`src/rtl/dmem_pkg.sv`:
```
// Shared definitions for the data-memory arbiter: access-type codes and requester indices.
package dmem_pkg;

   localparam logic [2:0] MT_B  = 3'b000;
   localparam logic [2:0] MT_H  = 3'b001;
   localparam logic [2:0] MT_W  = 3'b010;
   localparam logic [2:0] MT_BU = 3'b100;
   localparam logic [2:0] MT_HU = 3'b101;

   localparam int unsigned REQ_CPU = 0;
   localparam int unsigned REQ_DMA = 1;
   localparam int unsigned NumReq  = 2;

   typedef logic [NumReq-1:0] gnt_vec_t;

   // True for the five access types the memory decodes; others still pass through the arbiter.
   function automatic logic mt_is_legal(logic [2:0] t);
      logic ok;
      case (t)
         MT_B, MT_H, MT_W, MT_BU, MT_HU: ok = 1'b1;
         default:                        ok = 1'b0;
      endcase
      return ok;
   endfunction

endpackage

```
`src/rtl/dmem_arbiter_if.sv`:
```
// Bus bundle between the two requesters, the arbiter and the single-port data memory.
interface dmem_arbiter_if #(
   parameter int unsigned ADDR_W = 32,
   parameter int unsigned DATA_W = 32
) ();

   logic              r0_req;
   logic              r0_we;
   logic [ADDR_W-1:0] r0_addr;
   logic [DATA_W-1:0] r0_wdata;
   logic [2:0]        r0_type;
   logic              r0_gnt;
   logic              r0_rvalid;
   logic [DATA_W-1:0] r0_rdata;

   logic              r1_req;
   logic              r1_we;
   logic [ADDR_W-1:0] r1_addr;
   logic [DATA_W-1:0] r1_wdata;
   logic [2:0]        r1_type;
   logic              r1_gnt;
   logic              r1_rvalid;
   logic [DATA_W-1:0] r1_rdata;

   logic [ADDR_W-1:0] mem_addr;
   logic [DATA_W-1:0] mem_wdata;
   logic [2:0]        mem_type;
   logic              mem_we;
   logic [DATA_W-1:0] mem_rdata;

   logic [15:0]       conflict_cnt;

   // Requesters plus memory side.
   modport master (
      output r0_req, r0_we, r0_addr, r0_wdata, r0_type,
      input  r0_gnt, r0_rvalid, r0_rdata,
      output r1_req, r1_we, r1_addr, r1_wdata, r1_type,
      input  r1_gnt, r1_rvalid, r1_rdata,
      input  mem_addr, mem_wdata, mem_type, mem_we,
      output mem_rdata,
      input  conflict_cnt
   );

   // Arbiter side.
   modport slave (
      input  r0_req, r0_we, r0_addr, r0_wdata, r0_type,
      output r0_gnt, r0_rvalid, r0_rdata,
      input  r1_req, r1_we, r1_addr, r1_wdata, r1_type,
      output r1_gnt, r1_rvalid, r1_rdata,
      output mem_addr, mem_wdata, mem_type, mem_we,
      input  mem_rdata,
      output conflict_cnt
   );

endinterface

```
`src/rtl/arb_wait_ctr.sv`:
```
// Bounded-wait tracker for the DMA requester: after MAX_WAIT consecutive denied cycles the
// DMA port is forced to win its next request.
module arb_wait_ctr #(
   parameter int unsigned MAX_WAIT = 4
) (
   input  logic clk_i,
   input  logic rst_i,
   input  logic r1_req_i,
   input  logic r1_gnt_i,
   output logic force1_o
);

   localparam logic [3:0] WaitLast = 4'(MAX_WAIT - 1);

   logic [3:0] wait_cnt_q, wait_cnt_d;
   logic       force1_q, force1_d;

   // Any cycle that is not a denied DMA request restarts the wait window.
   always_comb begin
      wait_cnt_d = '0;
      force1_d   = 1'b0;
      if (r1_req_i && !r1_gnt_i) begin
         wait_cnt_d = (wait_cnt_q == 4'hF) ? wait_cnt_q : wait_cnt_q + 4'd1;
         force1_d   = force1_q || (wait_cnt_q == WaitLast);
      end
   end

   always_ff @(posedge clk_i) begin
      if (rst_i) begin
         wait_cnt_q <= '0;
         force1_q   <= 1'b0;
      end else begin
         wait_cnt_q <= wait_cnt_d;
         force1_q   <= force1_d;
      end
   end

   assign force1_o = force1_q;

endmodule

```
`src/rtl/dmem_arbiter.sv`:
```
// Two-requester arbiter in front of the single-port data memory (CPU = r0, DMA = r1).
// Define DMEM_ARB_STATS_EN to build the 16-bit saturating conflict counter.
module dmem_arbiter
   import dmem_pkg::*;
#(
   parameter int unsigned ADDR_W   = 32,
   parameter int unsigned DATA_W   = 32,
   parameter int unsigned MAX_WAIT = 4
) (
   input logic           clk,
   input logic           rst,
   dmem_arbiter_if.slave bus_io
);

   gnt_vec_t          gnt;
   logic              force1;

   logic              r0_rvalid_q, r0_rvalid_d;
   logic              r1_rvalid_q, r1_rvalid_d;
   logic [DATA_W-1:0] r0_rdata_q, r0_rdata_d;
   logic [DATA_W-1:0] r1_rdata_q, r1_rdata_d;

   arb_wait_ctr #(
      .MAX_WAIT (MAX_WAIT)
   ) u_wait_ctr (
      .clk_i    (clk),
      .rst_i    (rst),
      .r1_req_i (bus_io.r1_req),
      .r1_gnt_i (gnt[REQ_DMA]),
      .force1_o (force1)
   );

   // CPU has priority unless the DMA port has exhausted its wait budget.
   always_comb begin
      gnt = '0;
      if (!rst) begin
         if (bus_io.r1_req && (force1 || !bus_io.r0_req)) begin
            gnt[REQ_DMA] = 1'b1;
         end else if (bus_io.r0_req) begin
            gnt[REQ_CPU] = 1'b1;
         end
      end
   end

   assign bus_io.r0_gnt = gnt[REQ_CPU];
   assign bus_io.r1_gnt = gnt[REQ_DMA];

   always_comb begin
      bus_io.mem_addr  = '0;
      bus_io.mem_wdata = '0;
      bus_io.mem_type  = '0;
      bus_io.mem_we    = 1'b0;
      unique case (gnt)
         2'b01: begin
            bus_io.mem_addr  = bus_io.r0_addr;
            bus_io.mem_wdata = bus_io.r0_wdata;
            bus_io.mem_type  = bus_io.r0_type;
            bus_io.mem_we    = bus_io.r0_we;
         end
         2'b10: begin
            bus_io.mem_addr  = bus_io.r1_addr;
            bus_io.mem_wdata = bus_io.r1_wdata;
            bus_io.mem_type  = bus_io.r1_type;
            bus_io.mem_we    = bus_io.r1_we;
         end
         default: ;
      endcase
   end

   always_comb begin
      r0_rvalid_d = gnt[REQ_CPU] && !bus_io.r0_we;
      r1_rvalid_d = gnt[REQ_DMA] && !bus_io.r1_we;
      r0_rdata_d  = r0_rvalid_d ? bus_io.mem_rdata : r0_rdata_q;
      r1_rdata_d  = r1_rvalid_d ? bus_io.mem_rdata : r1_rdata_q;
   end

   always_ff @(posedge clk) begin
      if (rst) begin
         r0_rvalid_q <= 1'b0;
         r1_rvalid_q <= 1'b0;
         r0_rdata_q  <= '0;
         r1_rdata_q  <= '0;
      end else begin
         r0_rvalid_q <= r0_rvalid_d;
         r1_rvalid_q <= r1_rvalid_d;
         r0_rdata_q  <= r0_rdata_d;
         r1_rdata_q  <= r1_rdata_d;
      end
   end

   assign bus_io.r0_rvalid = r0_rvalid_q;
   assign bus_io.r1_rvalid = r1_rvalid_q;
   assign bus_io.r0_rdata  = r0_rdata_q;
   assign bus_io.r1_rdata  = r1_rdata_q;

`ifdef DMEM_ARB_STATS_EN
   logic [15:0] conflict_q, conflict_d;

   // Counts raw request overlap, independent of which side wins.
   always_comb begin
      conflict_d = conflict_q;
      if (bus_io.r0_req && bus_io.r1_req && (conflict_q != 16'hFFFF)) begin
         conflict_d = conflict_q + 16'd1;
      end
   end

   always_ff @(posedge clk) begin
      if (rst) begin
         conflict_q <= '0;
      end else begin
         conflict_q <= conflict_d;
      end
   end

   assign bus_io.conflict_cnt = conflict_q;
`else
   assign bus_io.conflict_cnt = '0;
`endif

endmodule

```
`src/flat_wrapper.sv`:
```
// flat-port wrapper written by rule: the top's interface ports become plain ports
module dmem_arbiter_flat import dmem_pkg::*;
#(
   parameter int unsigned ADDR_W   = 32,
   parameter int unsigned DATA_W   = 32,
   parameter int unsigned MAX_WAIT = 4
)
  (clk, rst, bus_io_r0_req, bus_io_r0_we, bus_io_r0_addr, bus_io_r0_wdata, bus_io_r0_type, bus_io_r0_gnt, bus_io_r0_rvalid, bus_io_r0_rdata, bus_io_r1_req, bus_io_r1_we, bus_io_r1_addr, bus_io_r1_wdata, bus_io_r1_type, bus_io_r1_gnt, bus_io_r1_rvalid, bus_io_r1_rdata, bus_io_mem_addr, bus_io_mem_wdata, bus_io_mem_type, bus_io_mem_we, bus_io_mem_rdata, bus_io_conflict_cnt);
  dmem_arbiter_if #(.ADDR_W(ADDR_W), .DATA_W(DATA_W)) bus_io_i ();
  input logic clk;
  input logic rst;
  input wire logic [$bits(bus_io_i.r0_req)-1:0] bus_io_r0_req;
  input wire logic [$bits(bus_io_i.r0_we)-1:0] bus_io_r0_we;
  input wire logic [$bits(bus_io_i.r0_addr)-1:0] bus_io_r0_addr;
  input wire logic [$bits(bus_io_i.r0_wdata)-1:0] bus_io_r0_wdata;
  input wire logic [$bits(bus_io_i.r0_type)-1:0] bus_io_r0_type;
  output wire logic [$bits(bus_io_i.r0_gnt)-1:0] bus_io_r0_gnt;
  output wire logic [$bits(bus_io_i.r0_rvalid)-1:0] bus_io_r0_rvalid;
  output wire logic [$bits(bus_io_i.r0_rdata)-1:0] bus_io_r0_rdata;
  input wire logic [$bits(bus_io_i.r1_req)-1:0] bus_io_r1_req;
  input wire logic [$bits(bus_io_i.r1_we)-1:0] bus_io_r1_we;
  input wire logic [$bits(bus_io_i.r1_addr)-1:0] bus_io_r1_addr;
  input wire logic [$bits(bus_io_i.r1_wdata)-1:0] bus_io_r1_wdata;
  input wire logic [$bits(bus_io_i.r1_type)-1:0] bus_io_r1_type;
  output wire logic [$bits(bus_io_i.r1_gnt)-1:0] bus_io_r1_gnt;
  output wire logic [$bits(bus_io_i.r1_rvalid)-1:0] bus_io_r1_rvalid;
  output wire logic [$bits(bus_io_i.r1_rdata)-1:0] bus_io_r1_rdata;
  output wire logic [$bits(bus_io_i.mem_addr)-1:0] bus_io_mem_addr;
  output wire logic [$bits(bus_io_i.mem_wdata)-1:0] bus_io_mem_wdata;
  output wire logic [$bits(bus_io_i.mem_type)-1:0] bus_io_mem_type;
  output wire logic [$bits(bus_io_i.mem_we)-1:0] bus_io_mem_we;
  input wire logic [$bits(bus_io_i.mem_rdata)-1:0] bus_io_mem_rdata;
  output wire logic [$bits(bus_io_i.conflict_cnt)-1:0] bus_io_conflict_cnt;
  assign bus_io_i.r0_req = bus_io_r0_req;
  assign bus_io_i.r0_we = bus_io_r0_we;
  assign bus_io_i.r0_addr = bus_io_r0_addr;
  assign bus_io_i.r0_wdata = bus_io_r0_wdata;
  assign bus_io_i.r0_type = bus_io_r0_type;
  assign bus_io_r0_gnt = bus_io_i.r0_gnt;
  assign bus_io_r0_rvalid = bus_io_i.r0_rvalid;
  assign bus_io_r0_rdata = bus_io_i.r0_rdata;
  assign bus_io_i.r1_req = bus_io_r1_req;
  assign bus_io_i.r1_we = bus_io_r1_we;
  assign bus_io_i.r1_addr = bus_io_r1_addr;
  assign bus_io_i.r1_wdata = bus_io_r1_wdata;
  assign bus_io_i.r1_type = bus_io_r1_type;
  assign bus_io_r1_gnt = bus_io_i.r1_gnt;
  assign bus_io_r1_rvalid = bus_io_i.r1_rvalid;
  assign bus_io_r1_rdata = bus_io_i.r1_rdata;
  assign bus_io_mem_addr = bus_io_i.mem_addr;
  assign bus_io_mem_wdata = bus_io_i.mem_wdata;
  assign bus_io_mem_type = bus_io_i.mem_type;
  assign bus_io_mem_we = bus_io_i.mem_we;
  assign bus_io_i.mem_rdata = bus_io_mem_rdata;
  assign bus_io_conflict_cnt = bus_io_i.conflict_cnt;
  dmem_arbiter #(.ADDR_W(ADDR_W), .DATA_W(DATA_W), .MAX_WAIT(MAX_WAIT)) u_core (.clk(clk), .rst(rst), .bus_io(bus_io_i));
endmodule
```
`config.mk`:
```
export PLATFORM = sky130hd
export DESIGN_NAME = dmem_arbiter_flat
export DESIGN_NICKNAME = d
export VERILOG_FILES = /design/src/rtl/dmem_pkg.sv /design/src/rtl/dmem_arbiter_if.sv /design/src/rtl/arb_wait_ctr.sv /design/src/rtl/dmem_arbiter.sv /design/src/flat_wrapper.sv
export SDC_FILE = /design/constraint.sdc
export NUM_CORES = 1
export LEC_CHECK = 0
export ABC_AREA = 1
export BUFFER_PORTS_ARGS = -buffer_cell sky130_fd_sc_hd__buf_4
export CAP_MARGIN = 25
export CORE_AREA = 5 5 123 125
export DETAILED_ROUTE_END_ITERATION = 6
export DIE_AREA = 0 0 128 130
export HOLD_SLACK_MARGIN = 0.12
export MAX_ROUTING_LAYER = met4
export PLACE_DENSITY = 0.7
export SLEW_MARGIN = 20
export SYNTH_ARGS = -nofsm -noshare
export SYNTH_HDL_FRONTEND = slang
export SYNTH_SLANG_ARGS = --single-unit
```
`constraint.sdc`:
```
create_clock -name clk -period 1.8 [get_ports clk]
set_input_delay 0.09 -clock clk [delete_from_list [all_inputs] [get_ports clk]]
set_output_delay 0.09 -clock clk [all_outputs]
set_load 0.02 [all_outputs]
```
==> impl_metrics.toml, run 1 <==
[power]
ir_drop_mv = 0.5764
total_power_w = 0.005169
leakage_nw = 4.620
power_density_nw_per_um2 = 546.9

[final_layout]
area_growth_pct = 106.2
drive_above_1_share_pct = 45.19
final_nets = 1316
fin_util_pct = 68.62
layoutNonFillerInstCount = 1325
stdcell_area_um2 = 9452

[floorplan]
die_area_um2 = 16640
coreArea_um2 = 13770
start_util_pct = 33.28
rows = 43
pin_count = 324
die_h_um = 130
die_w_um = 128

[sta]
finalSetupViolCount = 47
hold_viol_final = 0
fin_crit_sh_pct = 103.1
clock_skew_ns = 0.005231
final_max_slew_viol_count = 0
fin_ws_ns = -0.05586
max_freq_mhz = 538.8
rsz0062_at_grt = "yes"
tns_ns = -0.9026
period_needed_ns = 1.856

[worst_setup_path]
worst-setup-path-type = "flip-flop to primary output"
cp_data_required_time_ns = 1.71
path_cells = "inv_2, nand2_4, nand2_4, inv_4, ha_4, buf_12, clkbuf_16, nand2_2, a21oi_4, buf_6"
crit_arrival_ns = 1.77
crit_slowest_cell = "dfxtp_2"
regToRegEndpoint = "u_core.bus_io.r1_rdata[13]"
reg2reg_depth = 10
cp_common_cell = "nand2_4"
rrSetupSlack_ns = 0.13
critPathMaxStageDelay_ns = 0.34
endpoint_kind = "primary output"
rr_startpoint = "u_core.u_wait_ctr.force1_o"
critPathMaxFanout = 8
crit_start = "u_core.u_wait_ctr.force1_o"
start_kind = "flip-flop"

[yosys]
syn_avg_cell_area_um2 = 5.688
synth_top_area_share_pct = 31.00
synth_cells = 806
synth_cell_type_count = 19
synth.cell_area_um2 = 4584
synth_area_leaders = "dfxtp_1 (31%), nand2_1 (22%), inv_1 (14%)"
synth-seq-cells = 71
ys_warn_count = 0
synth_top_area_cell = "dfxtp_1"
yosysSeqAreaShare_pct = 31.00

[clock_tree]
cts_tree = "done"
ctsLongestPathBuffers = 2
cts_root_buffer = "clkbuf_16"
cts.sinks = 71
htreeDepth = 3
path_clk_slew_ns = 0.06
worst_skew_pair.late_latency_ns = 0.32
cts_buffers = 9

[detailed_routing]
drt_wl_total_um = 22980
wl_per_cell_um = 17.34
drt_iter0_markers = 423
route.detailed.drc = 0
antenna_left = 0
drt-pass1-iter-count = 5
via_per_inst = 4.678
vias = 6198

[placement]
placed_area_um2 = 7747
gp_congestion = 0.9343
dp_cells = 1258
dp_hpwl_um = 15490
portBuffers = 307

[grt]
overflow = 0
antenna_found_initial = 0
grt_pass1_vias = 6007
grt.total_usage_pct = 25.87
grt_max_degree = 58
grt_pass1_wl_um = 32820

[worst_hold_path]
holdCritPathClass = "input port to flip-flop"
hold_end = "u_core.bus_io.r0_rdata[30]"
whs_path_depth = 5
holdCritStartpoint = "bus_io_mem_rdata[30]"

[outcome]
status = "finished with violations"
failed_checks = "setup timing"

[flow_run]
drv_cap = 0
[where the power goes]
part / switching, W / internal, W / leakage, nW
Clock: 0.000672 / 0.00109 / 0.140
Sequential: 0.0000350 / 0.00164 / 0.579
Combinational: 0.000907 / 0.000826 / 3.90
[worst max-delay path, delay by kind of cell, from the launching register on]
family / cells / cell delay (ns)
buf+inv: 5 / 0.55
flops: 1 / 0.34
simple gates: 3 / 0.19
fa+ha+maj: 1 / 0.19
compound gates: 1 / 0.15
[routing by layer]
layer	GRT usage, %	wire, µm	vias to the layer above
li1	-	-	3066
met1	32.43	9484	2854
met2	43.50	11270	255
met3	5.853	1875	23
met4	4.307	353	0
met5	-	0	-
[worst max-delay path by stage]
stage,slack (ns),cells after the start,to
finish,-0.06,10,bus_io_mem_addr[3]
global placement,0.12,9,bus_io_mem_wdata[7]
floorplan,-0.01,9,bus_io_mem_addr[0]
global route,-0.12,10,bus_io_mem_wdata[5]
detailed placement,0.08,9,bus_io_mem_wdata[7]
CTS,-0.07,10,bus_io_mem_addr[13]
[synthesized netlist by cell type]
library cell	number
inv_1	174
nor3_1	3
o21ai_0	1
buf_1	8
dfxtp_1	71
or2_2	1
nor2_4	2
ha_1	3
buf_2	23
nor2_1	64
buf_4	16
clkbuf_1	23
nand3_2	2
nand2_1	274
nand4_1	64
inv_2	1
a21oi_1	71
nand3_1	4
conb_1	1
[area by class of cell]
class                           count  area (µm²)
Antenna cell                        1       2.502
Clock buffer                       10       239.0
Clock inverter                      4       47.55
Fill cell                        1113        4322
Inverter                          175       659.4
Multi-Input combinational cell    505        3217
Sequential cell                    71        1423
Tap cell                          180       225.2
Timing Repair Buffer              379        3638
[metrics by stage]
stage          setup slack, ns  hold slack, ns
2_1_floorplan         -0.01288          0.2737
3_3_place_gp            0.1171          0.4258
3_5_place_dp           0.08474          0.4369
4_1_cts               -0.07393          0.1205
5_1_grt                -0.1238          0.1545
6_report              -0.05586          0.1272
[state kept, by name (all words and copies together) (netlist names)]
register,flops
u_core.bus_io.r1_rvalid,1
u_core.u_wait_ctr.force1_o,1
u_core.u_wait_ctr.wait_cnt_q,4
u_core.bus_io.r0_rdata,32
u_core.bus_io.r1_rdata,32
u_core.bus_io.r0_rvalid,1
[cells by family after synthesis]
| kind of cell | share of synthesized area [%] |
|---|---|
| and+or+nand+nor | 38.24 |
| adders and majority gates | 0.8189 |
| AOI/OAI and AO/OA | 7.860 |
| other | 0.08180 |
| buffers and inverters | 22.00 |
| DFF | 31.00 |
[cells in the final DEF, fill, tap and decap left out, drive strengths merged]
master         n
inv          175
nor2          66
dlygate4sd3   25
dfxtp         71
clkinv         2
nor3           3
nand4         64
nand2        274
bufinv         1
conb          16
o21ai          1
or2            1
nand3          6
diode          1
clkinvlp       1
clkbuf        17
ha             3
a21oi         71
buf          347
[repair_timing]
action | CTS | global route
setup buffers | 8 | 4
gates cloned | 8 | 7
setup endpoints to repair | 68 | 68
hold buffers | 25 | 0
hold endpoints to repair | 36 | 0
pin swaps | 11 | 23
resized for setup | 74 | 112
Power figures use the tool's default switching activity.
==> run 2: changes to the inputs <==
clock period = 1.5 ns   (was 1.8 ns; I/O delays follow)
==> run 2 against run 1 <==
  * The flow still finishes with violations (setup timing)
  * Count of clock-buffer cells in the layout unchanged
  * Total power is 25% higher
  * Clock skew decreased by 0.00084 ns
  * Highest routed layer unchanged
  * Final cell count rose by 0.23%
  * Global-route usage shrank 1.6 points
  * Critical path depth fell by 1
  * First-iteration DRC count fell by 40%
  * Clock power rose by 41%
  * Final area down 2.9%
  * Combinational power increased by 13%
  * Largest cell class unchanged
  * Die area unchanged
==> impl_metrics.toml, run 2 (synthesis gave the netlist of run 1 again) <==
[detailed_routing]
antenna_left = 0
wl_per_cell_um = 16.17
vias = 6149
drt_iter0_markers = 253
drt-pass1-iter-count = 4
drt_wl_total_um = 21480
route.detailed.drc = 0
via_per_inst = 4.630

[sta]
fin_crit_sh_pct = 123.8
holdWs_ns = 0.1590
clock_skew_ns = 0.004395
fin_ws_ns = -0.3574
max_freq_mhz = 538.4
final_max_slew_viol_count = 0
hold_viol_final = 0
period_needed_ns = 1.857
rsz0062_at_grt = "yes"
finalSetupViolCount = 70

[floorplan]
die_h_um = 130
start_util_pct = 33.28
pin_count = 324
rows = 43
die_w_um = 128
die_area_um2 = 16640
coreArea_um2 = 13770

[final_layout]
area_growth_pct = 100.3
drive_above_1_share_pct = 41.27
final_common_cell = "buf_4"
stdcell_area_um2 = 9181
final_nets = 1316
final_cell_mix = "buf_4 (267), nand2_1 (244), inv_1 (171)"
fin_util_pct = 66.66
layoutNonFillerInstCount = 1328

[clock_tree]
cts_buffers = 9
worst_skew_pair.late_latency_ns = 0.33
htreeDepth = 3
ctsLongestPathBuffers = 2
cts_tree = "done"
cts_root_buffer = "clkbuf_16"
cts.sinks = 71
path_clk_slew_ns = 0.06

[placement]
placed_area_um2 = 7914
gp_congestion = 0.9185
dp_hpwl_um = 15400
portBuffers = 307
dp_cells = 1265

[worst_setup_path]
rr_startpoint = "u_core.u_wait_ctr.force1_o"
reg2reg_depth = 8
regToRegEndpoint = "u_core.bus_io.r0_rdata[8]"
crit_end = "bus_io_mem_addr[11]"
cp.depth = 9
crit_start = "u_core.u_wait_ctr.force1_o"
crit_arrival_ns = 1.78
critPathBufInv = 5
cp_data_required_time_ns = 1.42
path_cells = "buf_6, nand2_4, nand2_4, inv_6, ha_4, buf_12, buf_12, a21oi_4, buf_6"
worst-setup-path-type = "flip-flop to primary output"
critical-path-top-delay-family = "buffers and inverters"
crit_slowest_cell = "dfxtp_2"
critPathMaxStageDelay_ns = 0.34
rrSetupSlack_ns = -0.01
start_kind = "flip-flop"
critPathMaxFanout = 6
endpoint_kind = "primary output"

[grt]
busiest_layer = "met2"
met3_usage_pct = 5.280
grt_pass1_vias = 5772
grt.total_usage_pct = 24.29
grt_max_degree = 35
grt_use_met2_pct = 42.05
grt_pass1_wl_um = 31090
use_met1_pct = 28.24
antenna_found_initial = 2
overflow = 0

[worst_hold_path]
holdCritPathClass = "input port to flip-flop"

[outcome]
status = "finished with violations"
failed_checks = "setup timing"

[power]
power_density_nw_per_um2 = 702.9
leakage_nw = 4.401
ir_drop_mv = 0.6180

[flow_run]
drv_cap = 0
run 2: stage by stage:
stage                     worst slack [ns]  TNS, ns  power, W
after global routing               -0.4153   -28.32  0.006729
after floorplan                    -0.1280   -7.331  0.003028
after CTS                          -0.3533   -21.16  0.006308
final                              -0.3574   -21.18  0.006454
after detailed placement          -0.04845  -0.3254  0.003727
after global placement            -0.04884  -0.1057  0.003714
run 2: per-layer routing:
| layer | routed length (µm) | share of wire (%) |
|---|---|---|
| met3 | 1681 | 7.8 |
| met4 | 599 | 2.8 |
| met2 | 10990 | 51 |
| met5 | 0 | 0 |
| met1 | 8203 | 38 |
run 2: worst min-delay path by stage:
| stage | startpoint | to | depth (start not counted) |
|---|---|---|---|
| 3_3_place_gp | bus_io_mem_rdata[22] | u_core.bus_io.r0_rdata[22] | 5 |
| 5_1_grt | bus_io_r0_req | u_core.u_wait_ctr.force1_o | 3 |
| 4_1_cts | bus_io_r0_req | u_core.u_wait_ctr.force1_o | 3 |
| 3_5_place_dp | bus_io_mem_rdata[20] | u_core.bus_io.r0_rdata[20] | 5 |
| 6_report | bus_io_r0_req | u_core.u_wait_ctr.force1_o | 3 |
| 2_1_floorplan | rst | u_core.bus_io.r1_rdata[5] | 3 |
run 2: final cells by class:
class                           count  area [µm²]
Tap cell                          180       225.2
Clock inverter                      6       107.6
Inverter                          175       664.4
Timing Repair Buffer              379        3446
Antenna cell                        2       5.005
Clock buffer                       10       239.0
Sequential cell                    71        1423
Multi-Input combinational cell    505        3072
Fill cell                        1154        4592
run 2: timing repair:
| item | CTS | global route |
|---|---|---|
| hold endpoints to repair | 58 | 0 |
| setup buffers | 1 | 3 |
| resized for setup | 32 | 62 |
| hold buffers | 32 | 0 |
| cloned | 0 | 9 |
| endpoints found under the setup margin | 92 | 130 |
| pin swaps | 0 | 5 |
run 2: tightest hold or removal path, cell delays in order:
cell	delay, ns
buf_4	0.13
nand3_1	0.18
nor3_1	0.06
run 2: power breakdown:
group	internal, W	leakage (nW)	switching [W]
combinational	0.000931	3.65	0.00103
clock	0.00166	0.168	0.000820
sequential	0.00197	0.579	0.0000426
total	0.00456	4.40	0.00189
